`src/rtl/digout_debug_pkg.sv`:
```
// Shared definitions for the digout debug link (transmitter and receiver).
package digout_debug_pkg;

   localparam int unsigned DEF_DATA_W = 16;
   localparam int unsigned FRAME_LEN  = 64;
   localparam int unsigned START_BITS = 2;

   typedef enum logic [2:0] {
      IDLE,
      ARMED,
      START2,
      DATA,
      TRAIL
   } state_t;

endpackage

```
`src/rtl/digout_rx_sync.sv`:
```
// Two-flop synchroniser for the asynchronous debug input pin.
module digout_rx_sync (
   input  logic clk,
   input  logic rst_n,
   input  logic d,
   output logic q
);

   logic meta;

   always_ff @(posedge clk or negedge rst_n) begin
      if (!rst_n) begin
         meta <= 1'b0;
         q    <= 1'b0;
      end else begin
         meta <= d;
         q    <= meta;
      end
   end

endmodule

```
`src/rtl/digout_debug_rx.sv`:
```
// Receiver for the single-wire digout debug link: deframes, sequence-checks, tracks lock.
// Define DIGOUT_DEBUG_RX_SYNC_EN to put a 2-flop synchroniser in front of d.
module digout_debug_rx
   import digout_debug_pkg::*;
#(
   parameter int unsigned DATA_W      = DEF_DATA_W,
   parameter int unsigned MIN_IDLE    = 8,
   parameter int unsigned LOCK_FRAMES = 4,
   parameter int unsigned ERR_CNT_W   = 16
) (
   input  logic                 clk,
   input  logic                 rst_n,
   input  logic                 d,
   output logic [DATA_W-1:0]    rx_data,
   output logic                 rx_valid,
   output logic                 frame_err,
   output logic                 seq_err,
   output logic                 locked,
   output logic [ERR_CNT_W-1:0] err_cnt
);

   localparam int unsigned IDLE_W = $clog2(MIN_IDLE + 1);
   localparam int unsigned GOOD_W = $clog2(LOCK_FRAMES + 1);
   localparam int unsigned BIT_W  = (DATA_W > 1) ? $clog2(DATA_W) : 1;

   logic d_s;

`ifdef DIGOUT_DEBUG_RX_SYNC_EN
   digout_rx_sync u_sync (
      .clk   (clk),
      .rst_n (rst_n),
      .d     (d),
      .q     (d_s)
   );
`else
   assign d_s = d;
`endif

   state_t                state, state_nxt;
   logic [IDLE_W-1:0]     idle_cnt, idle_cnt_nxt;
   logic [BIT_W-1:0]      bit_idx, bit_idx_nxt;
   logic [DATA_W-1:0]     shreg, shreg_nxt;
   logic [DATA_W-1:0]     prev, prev_nxt;
   logic                  has_ref, has_ref_nxt;
   logic [GOOD_W-1:0]     good_cnt, good_cnt_nxt;
   logic [DATA_W-1:0]     rx_data_nxt;
   logic                  rx_valid_nxt, frame_err_nxt, seq_err_nxt, locked_nxt;
   logic [ERR_CNT_W-1:0]  err_cnt_nxt;
   logic                  accept;

   always_ff @(posedge clk or negedge rst_n) begin
      if (!rst_n) begin
         state     <= IDLE;
         idle_cnt  <= '0;
         bit_idx   <= '0;
         shreg     <= '0;
         prev      <= '0;
         has_ref   <= 1'b0;
         good_cnt  <= '0;
         rx_data   <= '0;
         rx_valid  <= 1'b0;
         frame_err <= 1'b0;
         seq_err   <= 1'b0;
         locked    <= 1'b0;
         err_cnt   <= '0;
      end else begin
         state     <= state_nxt;
         idle_cnt  <= idle_cnt_nxt;
         bit_idx   <= bit_idx_nxt;
         shreg     <= shreg_nxt;
         prev      <= prev_nxt;
         has_ref   <= has_ref_nxt;
         good_cnt  <= good_cnt_nxt;
         rx_data   <= rx_data_nxt;
         rx_valid  <= rx_valid_nxt;
         frame_err <= frame_err_nxt;
         seq_err   <= seq_err_nxt;
         locked    <= locked_nxt;
         err_cnt   <= err_cnt_nxt;
      end
   end

   always_comb begin
      state_nxt     = state;
      idle_cnt_nxt  = idle_cnt;
      bit_idx_nxt   = bit_idx;
      shreg_nxt     = shreg;
      prev_nxt      = prev;
      has_ref_nxt   = has_ref;
      good_cnt_nxt  = good_cnt;
      rx_data_nxt   = rx_data;
      rx_valid_nxt  = 1'b0;
      frame_err_nxt = 1'b0;
      seq_err_nxt   = 1'b0;
      err_cnt_nxt   = err_cnt;
      accept        = 1'b0;

      case (state)
         // Only a long enough run of zeros arms the detector, so payload ones never start a frame.
         IDLE: begin
            if (!d_s) begin
               if (idle_cnt >= IDLE_W'(MIN_IDLE - 1)) begin
                  idle_cnt_nxt = IDLE_W'(MIN_IDLE);
                  state_nxt    = ARMED;
               end else begin
                  idle_cnt_nxt = idle_cnt + IDLE_W'(1);
               end
            end else begin
               idle_cnt_nxt = '0;
            end
         end
         ARMED: begin
            if (d_s) state_nxt = START2;
         end
         START2: begin
            if (d_s) begin
               state_nxt   = DATA;
               bit_idx_nxt = '0;
            end else begin
               frame_err_nxt = 1'b1;
               state_nxt     = IDLE;
               idle_cnt_nxt  = IDLE_W'(1);
            end
         end
         DATA: begin
            shreg_nxt[bit_idx] = d_s;
            if (bit_idx == BIT_W'(DATA_W - 1)) state_nxt = TRAIL;
            else bit_idx_nxt = bit_idx + BIT_W'(1);
         end
         TRAIL: begin
            state_nxt = IDLE;
            if (!d_s) begin
               accept       = 1'b1;
               idle_cnt_nxt = IDLE_W'(1);
            end else begin
               frame_err_nxt = 1'b1;
               idle_cnt_nxt  = '0;
            end
         end
         default: state_nxt = IDLE;
      endcase

      if (accept) begin
         rx_data_nxt  = shreg;
         rx_valid_nxt = 1'b1;
         prev_nxt     = shreg;
         has_ref_nxt  = 1'b1;
         if (has_ref && (shreg != prev + DATA_W'(1))) seq_err_nxt = 1'b1;
         else if (good_cnt != GOOD_W'(LOCK_FRAMES)) good_cnt_nxt = good_cnt + GOOD_W'(1);
      end

      if (frame_err_nxt) has_ref_nxt = 1'b0;

      if (frame_err_nxt || seq_err_nxt) begin
         good_cnt_nxt = '0;
         if (err_cnt != '1) err_cnt_nxt = err_cnt + ERR_CNT_W'(1);
      end

      locked_nxt = (good_cnt_nxt == GOOD_W'(LOCK_FRAMES));
   end

endmodule
```
`config.mk`:
```
export PLATFORM = sky130hd
export DESIGN_NAME = digout_debug_rx
export DESIGN_NICKNAME = d
export VERILOG_FILES = /design/src/rtl/digout_debug_pkg.sv /design/src/rtl/digout_rx_sync.sv /design/src/rtl/digout_debug_rx.sv
export SDC_FILE = /design/constraint.sdc
export NUM_CORES = 1
export LEC_CHECK = 0
export CELL_PAD_IN_SITES_DETAIL_PLACEMENT = 0
export CELL_PAD_IN_SITES_GLOBAL_PLACEMENT = 1
export CORE_MARGIN = 2
export CORE_UTILIZATION = 51
export DETAILED_ROUTE_END_ITERATION = 10
export DONT_BUFFER_PORTS = 1
export GPL_TIMING_DRIVEN = 0
export PLACE_DENSITY_LB_ADDON = 0.05
export SYNTH_ARGS = -nofsm -noshare
export SYNTH_HDL_FRONTEND = slang
export SYNTH_SLANG_ARGS = --single-unit
```
`constraint.sdc`:
```
create_clock -name clk -period 5.6 [get_ports clk]
set_clock_uncertainty 0.05 [all_clocks]
set_input_delay 1.4 -clock clk [delete_from_list [all_inputs] [get_ports clk]]
set_output_delay 1.4 -clock clk [all_outputs]
set_load 0.02 [all_outputs]
```
After elaboration in Yosys (flattened, before gate mapping)
Cells that the tools add are included.
- bits in registers: 67
- output and inout bits: 36
- word-level logic and storage cells: 77
- add/sub/neg operators: 5
- order comparisons: 3
- equality and inequality tests: 16
- mux-type cells: 30
- reductions and logical operators: 11
- operator list (kind ; number):
    adder 16 x 1 -> 16 bit, second input constant ; 2
    two-way mux 3 bit ; 8
    two-way mux 4 bit ; 5
    bitwise mux 16 bit ; 1
    inequality test 16 bit ; 1
    inequality test 16 bit, second input constant ; 1
    inequality test 2 bit, second input constant ; 7
    one-hot mux 3 bit (4 select lines) ; 1
    one-hot mux 4 bit (3 select lines) ; 1
    two-way mux 1 bit ; 10
    adder 4 x 1 -> 4 bit, second input constant ; 2
    one-hot mux 4 bit (2 select lines) ; 1
    equality test 3 x 2 -> 1 bit, second input constant ; 2
    equality test 3 bit, second input constant ; 2
    less-than comparator 4 x 5 -> 1 bit, second input constant ; 1
    demux 1 bit (select 4 bit) ; 1
    equality test 4 bit, second input constant ; 1
    greater-or-equal comparator 4 x 1 -> 1 bit, second input constant ; 1
    greater-or-equal comparator 4 x 3 -> 1 bit, second input constant ; 1
    AND reduction 2 bit ; 2
    AND reduction 4 bit ; 1
    nonzero test 2 bit ; 2
    adder 3 x 1 -> 3 bit, second input constant ; 1
    equality test 3 x 1 -> 1 bit, second input constant ; 1
    other kinds (8) ; 9

Longest topological paths before layout
- depth after elaboration: 8
- gate-level depth with buffers: 10

Worst setup path after synthesis
Ideal clock, no wire load.
- path kind: input to register
- start: input port d
- end: register good_cnt[0]
- library setup time: 0.119 ns
- data arrival time: 2.919 ns
- path slack: 2.512 ns
- stages on the path: 7
- path buffers: 1
- path through: clkbuf_1 > nor4b_2 > nand2_1 > a221o_1 > a21oi_1 > nand2_1 > and2_1
- cells in the longest elaborated chain, start to end: 5
- elaborated cells between the ends (all ways): 8
- classes of those cells: mux: 7; reduce/logical: 1
- ends and longest elaborated chain (element ; RTL line ; text):
    start: declaration ; digout_debug_rx.sv:13 ; input logic d,
    two-way mux 1 bit ; digout_debug_rx.sv:116, digout_debug_rx.sv:132 ;
    two-way mux 1 bit ; digout_debug_rx.sv:98 ; case (state)
    two-way mux 1 bit ; digout_debug_rx.sv:143 ; if (accept) begin
    logical OR 1 bit ; digout_debug_rx.sv:154 ; if (frame_err_nxt || seq_err_nxt) begin
    two-way mux 3 bit * ; digout_debug_rx.sv:154 ;
    via good_cnt_nxt[0] ; digout_debug_rx.sv:45 ; logic [GOOD_W-1:0] good_cnt, good_cnt_nxt;
    end signal: assignment ; digout_debug_rx.sv:73 ; good_cnt <= good_cnt_nxt;
    end: declaration ; digout_debug_rx.sv:45 ;
The timed path passes the listed nets; every way through them passes the cells marked *.
A chain may end at the register's enable or synchronous reset.

Final worst setup path
- start: input port d
- end: register prev[6]
- cells in the longest elaborated chain, start to end: 2
- ends and longest elaborated chain (element ; RTL line ; text):
    two-way mux 1 bit ; digout_debug_rx.sv:132 ; if (!d_s) begin
    two-way mux 1 bit ; digout_debug_rx.sv:98 ;
    end signal: assignment ; digout_debug_rx.sv:71 ; prev <= prev_nxt;
    end: declaration ; digout_debug_rx.sv:43 ; logic [DATA_W-1:0] prev, prev_nxt;
Every way passes these cells.

==> impl_metrics.json <==
{
  "status": "completed",
  "yosysWarningCount": 0,
  "finalWirelength_mm": 7.42,
  "drtAntennaViolNets": 0,
  "syn_inst": 352,
  "ys_ff_latch": 67,
  "cts_inserted_buffers": 9,
  "rrSetupSlack_ns": 2.44,
  "std_cell_rows": 30,
  "synth_compound_area_share_pct": 7.92,
  "synth_xor_area_share_pct": 8.88,
  "synth_cell_type_count": 51,
  "synthArstFlopShare_pct": 100,
  "synth.cell_area_mm2": 0.00365,
  "n_antenna_cell": 0,
  "synthMuxAreaShare_pct": 10.7,
  "crit_required_ns": 5.77,
  "maxSlewViolCount": 0,
  "rsz0062_at_grt": "false",
  "drt_iter0_drc": 123,
  "total_leakage_power_nw": 1.79,
  "core-area_mm2": 0.00687,
  "worstMarginPinSlew_ns": 0.877,
  "grt_overflow_total": 0,
  "synth_edf_count": 0,
  "cp-start-kind": "primary input",
  "setup_viol": 0,
  "rr_endpoint": "err_cnt[6]",
  "gp_congestion": 0.819,
  "cts-hold-fix-buffers": 0,
  "ff2ff_path_depth": 10,
  "cts_buffer_depth": 2,
  "wl_per_cell_um": 16.0,
  "endpoint": "prev[6]",
  "slew-limit-headroom_pct": 41.4,
  "cts_tree": "yes",
  "grt_max_degree": 68,
  "hp-class": "reg2reg",
  "power_density_mw_per_mm2": 431,
  "finalCritPeriodShare_pct": 57.4,
  "syn_area_per_cell_um2": 10.4,
  "die_h_um": 88.6,
  "port-buffer-count": 0,
  "clk_latency_ns": 0.34,
  "synthAdderAreaFrac_pct": 3.09,
  "endpoint_kind": "flip-flop",
  "grt_util_all_layers_pct": 21.2,
  "fmax_mhz": 311,
  "dp_hpwl_mm": 5.15,
  "firstDrtPassIters": 4,
  "path_clk_slew_ns": 0.07,
  "synth_top_family_by_area": "simple AND/OR/NAND/NOR gates",
  "antenna_found_initial": 0,
  "vias_per_cell": 5.63,
  "period_needed_ns": 3.21,
  "critPathLaunch": "d",
  "initial_core_util_pct": 53.1,
  "dieArea_mm2": 0.00785,
  "hold_viol_final": 0,
  "cts.repair.resized": 0,
  "syn2layout_area_growth_pct": 8.54,
  "dominantRegCellSynth": "dfrtp_1",
  "synth-simple-area-share_pct": 20.7,
  "syn_nets": 364,
  "remaining_drc_errors": 0,
  "vias": 2605,
  "io_pins": 39,
  "nets": 375,
  "seq_area_frac_synth_pct": 45.9,
  "setup_tns_ns": 0,
  "path_max_fanout": 10,
  "cts_setup_buffers": 0,
  "cp.arrival_ns": 3.38,
  "r2r-start": "prev[0]",
  "final_core_util_pct": 57.7,
  "cts-htree-levels": 3,
  "worstSetupPathType": "in2reg",
  "die_x_um": 88.6,
  "peakVddDrop_uv": 266,
  "maxCapViolCount": 0,
  "grt_pass1_wl_mm": 12.7,
  "grt_pass1_vias": 2721,
  "drive_above_1_share_pct": 17.4,
  "cts.sinks": 67,
  "root_buffer": "clkbuf_8"
}
==> Yosys cell counts (11+ instances only) <==
master / count / area [µm²]
xor2_1: 23 / 201
nor3_1: 14 / 70.1
nand2_1: 30 / 113
nand3_1: 12 / 60.1
a21oi_1: 17 / 85.1
mux2_2: 30 / 338
nor2_1: 28 / 105
dfrtp_1: 67 / 1680
xnor2_1: 14 / 123
inv_1: 11 / 41.3
==> registers in the layout, indices dropped and copies added (netlist names), 3 cells and up <==
name      cells
state         3
shreg        16
err_cnt      16
prev         16
bit_idx       4
idle_cnt      4
good_cnt      3
==> report_power, final <==
| part | switching, mW | internal (mW) |
|---|---|---|
| clock | 0.183 | 0.214 |
| sequential | 0.183 | 0.594 |
| combinational | 0.293 | 0.240 |
==> placed cells by master (no fill, tap or decap), drive strengths merged, types with 2 or more instances in the layout <==
cell | Yosys | layout
nor3b | 3 | 3
nor2 | 28 | 28
nand2 | 30 | 30
a31oi | 3 | 3
a21o | 3 | 3
ha | 9 | 9
a21oi | 17 | 17
a22o | 2 | 2
dfrtp | 67 | 67
xor2 | 23 | 23
nor3 | 17 | 17
and3 | 4 | 4
clkinv | 0 | 4
clkbuf | 9 | 19
nand2b | 5 | 5
buf | 5 | 5
nor2b | 4 | 4
nand3b | 2 | 2
xnor2 | 14 | 14
nor4 | 10 | 10
and2 | 4 | 4
mux2i | 3 | 3
mux2 | 32 | 32
o21ai | 11 | 11
inv | 11 | 11
nand3 | 13 | 13
nand4 | 9 | 9
==> critical path, cell delays in order <==
cell,delay (ns)
clkbuf_1,0.18
nor4b_2,0.77
clkbuf_1,0.60
mux2_2,0.42
==> per-stage QoR <==
stage | instance area, µm² | std cells | hold WS, ns | setup slack [ns] | power, mW
finish | 3960 | 463 | 0.456 | 2.39 | 1.71
global route | 3960 | 463 | 0.481 | 2.20 | 1.84
detailed placement | 3770 | 448 | 0.438 | 2.08 | 1.32
floorplan | 3650 | 352 | 0.406 | 2.51 | 1.19
CTS | 3960 | 463 | 0.460 | 2.40 | 1.72
global placement | 3770 | 448 | 0.435 | 2.07 | 1.30
==> worst min path at each step <==
stage / startpoint / to / slack [ns] / depth (start not counted)
floorplan: idle_cnt[3] / idle_cnt[2] / 0.41 / 1
global placement: idle_cnt[3] / idle_cnt[2] / 0.43 / 1
detailed placement: idle_cnt[3] / idle_cnt[2] / 0.44 / 1
CTS: idle_cnt[3] / idle_cnt[2] / 0.46 / 1
global route: idle_cnt[3] / idle_cnt[2] / 0.48 / 1
finish: idle_cnt[3] / idle_cnt[2] / 0.46 / 1
==> final cells by class <==
cell class / instances / area (µm²)
fill: 634 / 2910
multi-input combinational: 260 / 1870
sequential: 67 / 1680
clock buffer: 10 / 138
tap: 96 / 120
buffer: 14 / 58.8
clock inverter: 5 / 53.8
inverter: 11 / 41.3
==> logic make-up after synthesis <==
logic type	count (synthesis)
adders and majority gates	9
xor gates and xnor gates	37
muxes	35
AOI/OAI and AO/OA	45
and+or+nand+nor	134
DFF	67
buffers and inverters	25
==> metal layers <==
metal	vias up	routed length, µm	global-route usage [%]
met3	11	376	5.78
met5	-	0	0
met2	69	3420	32.4
met1	1267	3480	28.6
li1	1258	-	-
met4	0	136	8.54
No activity file was read; power rests on OpenSTA's default activity.
